**src/rtl/traffic_sensor_cond.sv**
```systemverilog
// Sensor conditioning ahead of the two-street light controller: sync, debounce, step tick, move outputs.
// Optional TRAFFIC_SENSOR_STRETCH_EN keeps each move output high for HOLD_TICKS ticks after its sensor clears.
module traffic_sensor_cond #(
    parameter int DEBOUNCE_CYCLES = 4,
    parameter int TICK_DIV        = 8,
    parameter int HOLD_TICKS      = 2
) (
    input  logic CLK,
    input  logic reset,
    input  logic raw_a,
    input  logic raw_b,
    output logic tick,
    output logic move_a,
    output logic move_b,
    output logic db_a,
    output logic db_b
);

    localparam int DW = $clog2(DEBOUNCE_CYCLES) + 1;
    localparam int TW = $clog2(TICK_DIV);
    localparam logic [DW-1:0] DB_LAST   = DW'(DEBOUNCE_CYCLES - 1);
    localparam logic [TW-1:0] TICK_LAST = TW'(TICK_DIV - 1);

    // Bit 0 is street A, bit 1 is street B throughout.
    logic [1:0]    w_raw;
    logic [1:0]    r_sync_p0;
    logic [1:0]    r_sync_p1;
    logic [1:0]    r_db;
    logic [DW-1:0] r_db_cnt [2];
    logic [TW-1:0] r_tick_cnt;
    logic          r_tick;
    logic [1:0]    r_move;
    logic          w_tick_next;

    assign w_raw       = {raw_b, raw_a};
    assign w_tick_next = (r_tick_cnt == TICK_LAST);

    // Stage p0/p1: two-flop synchroniser, then debounce on the p1 level.
    always_ff @(posedge CLK) begin
        if (reset) begin
            r_sync_p0 <= '0;
            r_sync_p1 <= '0;
            r_db      <= '0;
            for (int c = 0; c < 2; c++) begin
                r_db_cnt[c] <= '0;
            end
        end else begin
            r_sync_p0 <= w_raw;
            r_sync_p1 <= r_sync_p0;
            for (int c = 0; c < 2; c++) begin
                if (r_sync_p1[c] == r_db[c]) begin
                    r_db_cnt[c] <= '0;
                end else if (r_db_cnt[c] == DB_LAST) begin
                    r_db[c]     <= r_sync_p1[c];
                    r_db_cnt[c] <= '0;
                end else begin
                    r_db_cnt[c] <= r_db_cnt[c] + 1'b1;
                end
            end
        end
    end

    always_ff @(posedge CLK) begin
        if (reset) begin
            r_tick_cnt <= '0;
            r_tick     <= 1'b0;
        end else begin
            r_tick     <= w_tick_next;
            r_tick_cnt <= w_tick_next ? '0 : r_tick_cnt + 1'b1;
        end
    end

`ifdef TRAFFIC_SENSOR_STRETCH_EN
    localparam int HW = (HOLD_TICKS > 0) ? $clog2(HOLD_TICKS + 1) : 1;
    localparam logic [HW-1:0] HOLD_LOAD = HW'(HOLD_TICKS);

    logic [HW-1:0] r_hold [2];

    // Moves are re-evaluated on the edge that raises tick, using the pre-edge debounced level.
    always_ff @(posedge CLK) begin
        if (reset) begin
            r_move <= '0;
            for (int c = 0; c < 2; c++) begin
                r_hold[c] <= '0;
            end
        end else if (w_tick_next) begin
            for (int c = 0; c < 2; c++) begin
                if (r_db[c]) begin
                    r_move[c] <= 1'b1;
                    r_hold[c] <= HOLD_LOAD;
                end else if (r_hold[c] != '0) begin
                    r_move[c] <= 1'b1;
                    r_hold[c] <= r_hold[c] - 1'b1;
                end else begin
                    r_move[c] <= 1'b0;
                end
            end
        end
    end
`else
    // Without stretching the hold depth has no effect.
    localparam int unused_hold_ticks = HOLD_TICKS;

    always_ff @(posedge CLK) begin
        if (reset) begin
            r_move <= '0;
        end else if (w_tick_next) begin
            r_move <= r_db;
        end
    end
`endif

    assign tick   = r_tick;
    assign move_a = r_move[0];
    assign move_b = r_move[1];
    assign db_a   = r_db[0];
    assign db_b   = r_db[1];

endmodule

```
**config.mk**
```make
export PLATFORM = sky130hd
export DESIGN_NAME = traffic_sensor_cond
export DESIGN_NICKNAME = d
export VERILOG_FILES = /design/src/rtl/traffic_sensor_cond.sv
export SDC_FILE = /design/constraint.sdc
export NUM_CORES = 1
export LEC_CHECK = 0
export CAP_MARGIN = 20
export CORE_ASPECT_RATIO = 1.1
export CORE_UTILIZATION = 30
export CTS_BUF_LIST = sky130_fd_sc_hd__clkbuf_16
export DETAILED_ROUTE_END_ITERATION = 8
export PLACE_DENSITY = 0.47
export SYNTH_ARGS = -nofsm -noshare
export SYNTH_HDL_FRONTEND = slang
export SYNTH_SLANG_ARGS = --single-unit
```
**constraint.sdc**
```tcl
create_clock -name CLK -period 3.8 [get_ports CLK]
set_input_delay 0.38 -clock CLK [delete_from_list [all_inputs] [get_ports CLK]]
set_output_delay 0.38 -clock CLK [all_outputs]
set_load 0.05 [all_outputs]
```
==> metrics.txt, run 1 <==
status completed; crit path launch type flip-flop; CP cell instances clkdlybuf4s50_1; Leak about 0.00034 µW; Non-Filler Instances a little under 100; layout cells sized above 1 0.119; Distinct cells, synth 16; maximum clock frequency about 0.54 GHz; Max Slew Vio Count 0; max cap viols 0; crit-path max FO 4; CTS root buffer clkbuf_16; clock latency on the worst-skew pair about 0.24 ns; Seq cells post-synth 18; post-CTS setup buffer count 0; clock sink count 18; clk slew on worst S/H paths 0.05 ns; Final Setup Violations 0; cell count after placement between 90 and 100; mapped cell area ~730 µm²; CP Data Required Time about 3.4 ns; H-tree depth 1; PwrDens between 400 and 500 nW/µm²; CTS Buffer Depth 2; ANT cells 0; Critical Path AT between 1 and 1.5 ns; DR DRC count 0; Post-Syn Area per Cell about 14 µm²; num rows 18; multi-input logic area between 200 and 300 µm²; wirelength, routed 938 µm; Final Cycle Share 0.484; chip width roughly 49 µm; CP Buf/Inv Count 1; Die ar. 2640 µm²; family with the most delay on the worst path buffers and inverters; slowest cell delay on critical path slightly above 0.8 ns; CTS tree yes; Layout Nets 79; Yosys warnings 0; Post-CTS Resized 0; Synth-to-Final Area Change 25.1%; clock skew 0.00274 ns; sequential area share after synthesis 0.574; setup TNS 0 ns; initial antenna violation count 0; FF+latch area between 400 and 500 µm²; Syn Inst Count 54; total I/O pin count 9; Initial Util 0.322; Max VDD drop about 0.25 mV; Worst Max-Slew Pin Slew between 0.7 and 0.8 ns; worst reg-to-reg setup slack 2.46 ns; First-pass DRT Iterations 2; Power Total 432 µW; clock buffer count from CTS 3; post-layout min period about 1.8 ns; drt wl/cell approximately 9.7 µm; fill count ~230; Vias around 400; vias in the first global route 403; GRT Total Usage 0.0907; Vias/cell roughly 4.2; final hold violation count 0; Setup Crit Path Kind flip-flop to output pin; Port Buffer Count 8; Die Ht about 54 µm; RSZ-0062 raised after global routing false; DPL Wire Length roughly 650 µm; CTS Hold Bufs 0; CP endpoint kind output pin; placeable core region ~2300 µm²; grt total ovfl 0; Slew HR 0.532; first-pass GRT wire length approximately 1700 µm; pin count of the biggest net entering global routing 19; antenna-violating nets left 0; Detailed Route Iter0 Violations 2; routability cong. roughly 0.6; Hold Path Class flip-flop to flip-flop; slowest CP cell clkdlybuf4s50_1
==> cell type report <==
cell class	instances	share of cell area
well taps	30	0.0410
multi-input cells	36	0.322
clock buffers	3	0.0820
repair buffers	8	0.0874
inverters	2	0.00820
flip-flops and latches	18	0.459
==> kinds of logic (layout without fill, tap and decap cells) <==
family,after synthesis,after routing,synth area share
muxes,4,4,0.0547
xor gates and xnor gates,2,2,0.0239
buffers and inverters,5,13,0.0479
adders and majority gates,6,6,0.103
DFF,18,18,0.574
and+or+nand+nor,18,18,0.191
other,1,6,0.00512
==> state kept, by name, summed over array words and instances, names as in the netlist <==
name,cells
r_move,2
r_db,2
r_db_cnt,6
tick,1
r_tick_cnt,3
r_sync_p0,2
r_sync_p1,2
==> path summary, 6_finish.rpt <==
check	from	end	cells past startpoint
max	r_db[0]	db_a	1
min	r_sync_p0[1]	r_sync_p1[1]	1
max reg2reg	r_db_cnt[1][0]	r_db_cnt[1][2]	3
min reg2reg	r_sync_p0[1]	r_sync_p1[1]	1
==> where the power goes <==
part	internal [µW]	leakage [µW]	total [µW]	switching, µW
clock	138	0.0000370	201	63.1
sequential	207	0.000160	210	3.17
combinational	10.4	0.000147	20.9	10.5
==> cells in the final DEF, fill, tap and decap left out <==
cell,n
inv_1,2
nor4_1,1
mux2i_1,4
nor4b_2,2
nor2b_1,5
dfxtp_1,12
clkdlybuf4s50_1,8
nor2_1,4
nor3_1,1
ha_1,6
nor3b_1,2
xnor2_1,2
clkbuf_16,3
edfxtp_1,6
conb_1,6
nor4_2,3
==> cells in the mapped netlist <==
cell	n	share of area
conb_1	1	0.0051
nor3_1	1	0.0068
nor2b_1	5	0.043
buf_6	2	0.031
clkbuf_2	1	0.0068
edfxtp_1	6	0.25
ha_1	6	0.10
nor4_2	3	0.051
xnor2_1	2	0.024
dfxtp_1	12	0.33
inv_1	2	0.010
nor2_1	4	0.021
nor4b_2	2	0.041
nor3b_1	2	0.021
nor4_1	1	0.0086
mux2i_1	4	0.055
==> routing by layer <==
metal / up-vias / track usage / wire [µm]
met1: 181 / 0.120 / 477
li1: 213 / - / -
met3: 2 / 0.0254 / 33
met2: 7 / 0.116 / 413
met4: 0 / 0.0882 / 13
met5: - / 0 / 0
==> per-stage QoR <==
step | hold slack, ns | utilization | worst slack [ns] | instance area [µm²]
3_5_place_dp | 0.423 | 0.370 | 2.04 | 841
3_3_place_gp | 0.419 | 0.370 | 2.04 | 841
2_1_floorplan | 0.404 | - | 2.53 | 751
4_1_cts | 0.437 | 0.403 | 1.94 | 916
5_1_grt | 0.454 | 0.403 | 1.92 | 916
6_report | 0.433 | 0.403 | 1.96 | 916
Power figures use the tool's default switching activity.
==> run 2: changes to the inputs <==
Clock period 3.8 ns to 1.92 ns, I/O delays scaled along.
==> run 2 against run 1 <==
  * Hold slack improved by 0.0033 ns
  * Non-clock buffer count grew 2
  * Routed wire length up 2.0%
  * Via count up 0.25%
  * Sequential share of layout area down 0.92 points
  * Die area unchanged
  * Critical endpoint unchanged
==> metrics.txt, run 2 (synthesized netlist as in run 1, its figures left out) <==
dpl ws between 0.5 and 0.6 ns; Flop pwr share 0.479; GRT Total Usage 0.0937; fill count between 200 and 250; Min-Delay Endpoint r_tick_cnt[0]; post-layout min period 1.64 ns; Largest Register r_db_cnt; hold depth 1; maximum clock frequency around 0.61 GHz; final worst slack around 0.28 ns; routability cong. 0.618; CP Buf/Inv Count 1; setup TNS 0 ns; FF+latch area approximately 420 µm²; Power Total 868 µW; Final Cycle Share 0.853; commonest cells after routing, fill and taps aside 12 x dfxtp_1, 8 x clkdlybuf4s50_1, 6 x ha_1, 6 x edfxtp_1, 6 x conb_1; switching power ~160 µW; H-tree depth 1; Reg-to-Reg Start r_db_cnt[1][0]; Die Ht ~54 µm; placeable core region roughly 2300 µm²; Post-CTS Resized 0; Logic pwr share 0.051; biggest regs r_db_cnt: 6 flops, r_tick_cnt: 3 flops; PwrDens 929 nW/µm²; first-pass GRT wire length ~1800 µm; DP Area between 800 and 900 µm²; CTS tree yes; vias in the first global route between 400 and 500; crit path launch type flip-flop; grt total ovfl 0; Vias/cell slightly above 4; CP Data Required Time around 1.7 ns; Die ar. approximately 2600 µm²; max cap viols 0; Max Slew Vio Count 0; total I/O pin count 9; Layout Nets 81; CP endpoint kind output pin; clk slew on worst S/H paths approximately 0.05 ns; antenna-violating nets left 0; Max VDD drop around 0.38 mV; num rows 18; CTS Buffer Depth 2; Largest register FFs 6; Critical Path AT roughly 1.5 ns; Final Setup Violations 0; pin count of the biggest net entering global routing 11; reg2reg path depth 3; drt wl/cell 9.57 µm; Port Buffer Count 8; post-CTS setup buffer count 0; Initial Util 0.322; DR DRC count 0; ANT cells 0; Hold Path Class flip-flop to flip-flop; chip width between 40 and 50 µm; clock buffer count from CTS 3; commonest non-fill, non-tap cell in the layout dfxtp_1; CTS root buffer clkbuf_16; slowest CP cell clkdlybuf4s50_1; family with the most delay on the worst path buffers and inverters; clock skew ~0.0034 ns; Setup Crit Path Kind flip-flop to output pin; Leak approximately 0.00036 µW; clock sink count 18; crit-path max FO 4; First-pass DRT Iterations 4; clock latency on the worst-skew pair ~0.24 ns; Clk network pwr share 0.469; Synth-to-Final Area Change 27.7%; Sw Ratio 0.183; Worst Max-Slew Pin Slew 0.497 ns; RSZ-0062 raised after global routing false; worst reg-to-reg setup slack between 0.5 and 0.6 ns; DPL Wire Length just under 700 µm; fin area 935 µm²; multi-input logic area between 200 and 300 µm²; Slew HR 0.667; final hold violation count 0; r2r endpoint r_db_cnt[1][2]; wirelength, routed around 960 µm; hold path startpoint r_tick_cnt[0]; Detailed Route Iter0 Violations 2; initial antenna violation count 0; Vias 404; Int Pwr ~700 µW; status completed; CP cell instances clkdlybuf4s50_1; layout cells sized above 1 0.143; slowest cell delay on critical path between 0.8 and 0.9 ns; CTS Hold Bufs 0
## run 2: cell types whose count changed in the layout (fill, tap and decap cells not counted), sizes merged
cell  delta
inv      +1
buf      +2
## run 2: layout make-up
class                           count  area share
Clock inverter                      1     0.00402
Multi-Input combinational cell     36       0.316
Timing Repair Buffer               10       0.102
Sequential cell                    18       0.450
Inverter                            2     0.00803
Tap cell                           30      0.0402
Clock buffer                        3      0.0803
## run 2: stage by stage
stage               utilization  cells  hold WS (ns)
finish                    0.411    100         0.436
global route              0.411    100         0.455
CTS                       0.411    100         0.440
detailed placement        0.376     96         0.419
global placement          0.376     96         0.418
floorplan                     -     59         0.320
## run 2: worst max path at each step
stage	from	end	slack (ns)	cells past startpoint
floorplan	r_db[1]	r_db_cnt[1][1]	0.65	2
global placement	r_db[0]	db_a	0.55	1
detailed placement	r_db[0]	db_a	0.55	1
CTS	r_db[0]	db_a	0.27	1
global route	r_db[0]	db_a	0.24	1
finish	r_db[0]	db_a	0.28	1
## run 2: power groups by stage
stage | clock (µW) | combinational (µW) | sequential (µW)
after global routing | 437 | 52.2 | 417
after detailed placement | 0 | 44.8 | 424
after CTS | 424 | 45.2 | 416
final | 407 | 44.6 | 416
after floorplan | 0 | 33.2 | 424
after global placement | 0 | 44.4 | 423
## run 2: per-layer routing
| metal | vias up | part of all wire | track usage |
|---|---|---|---|
| li1 | 215 | - | - |
| met1 | 182 | 0.53 | 0.116 |
| met2 | 7 | 0.43 | 0.132 |
| met3 | 0 | 0.040 | 0.0424 |
| met4 | 0 | 0 | 0.0588 |
| met5 | - | 0 | 0 |
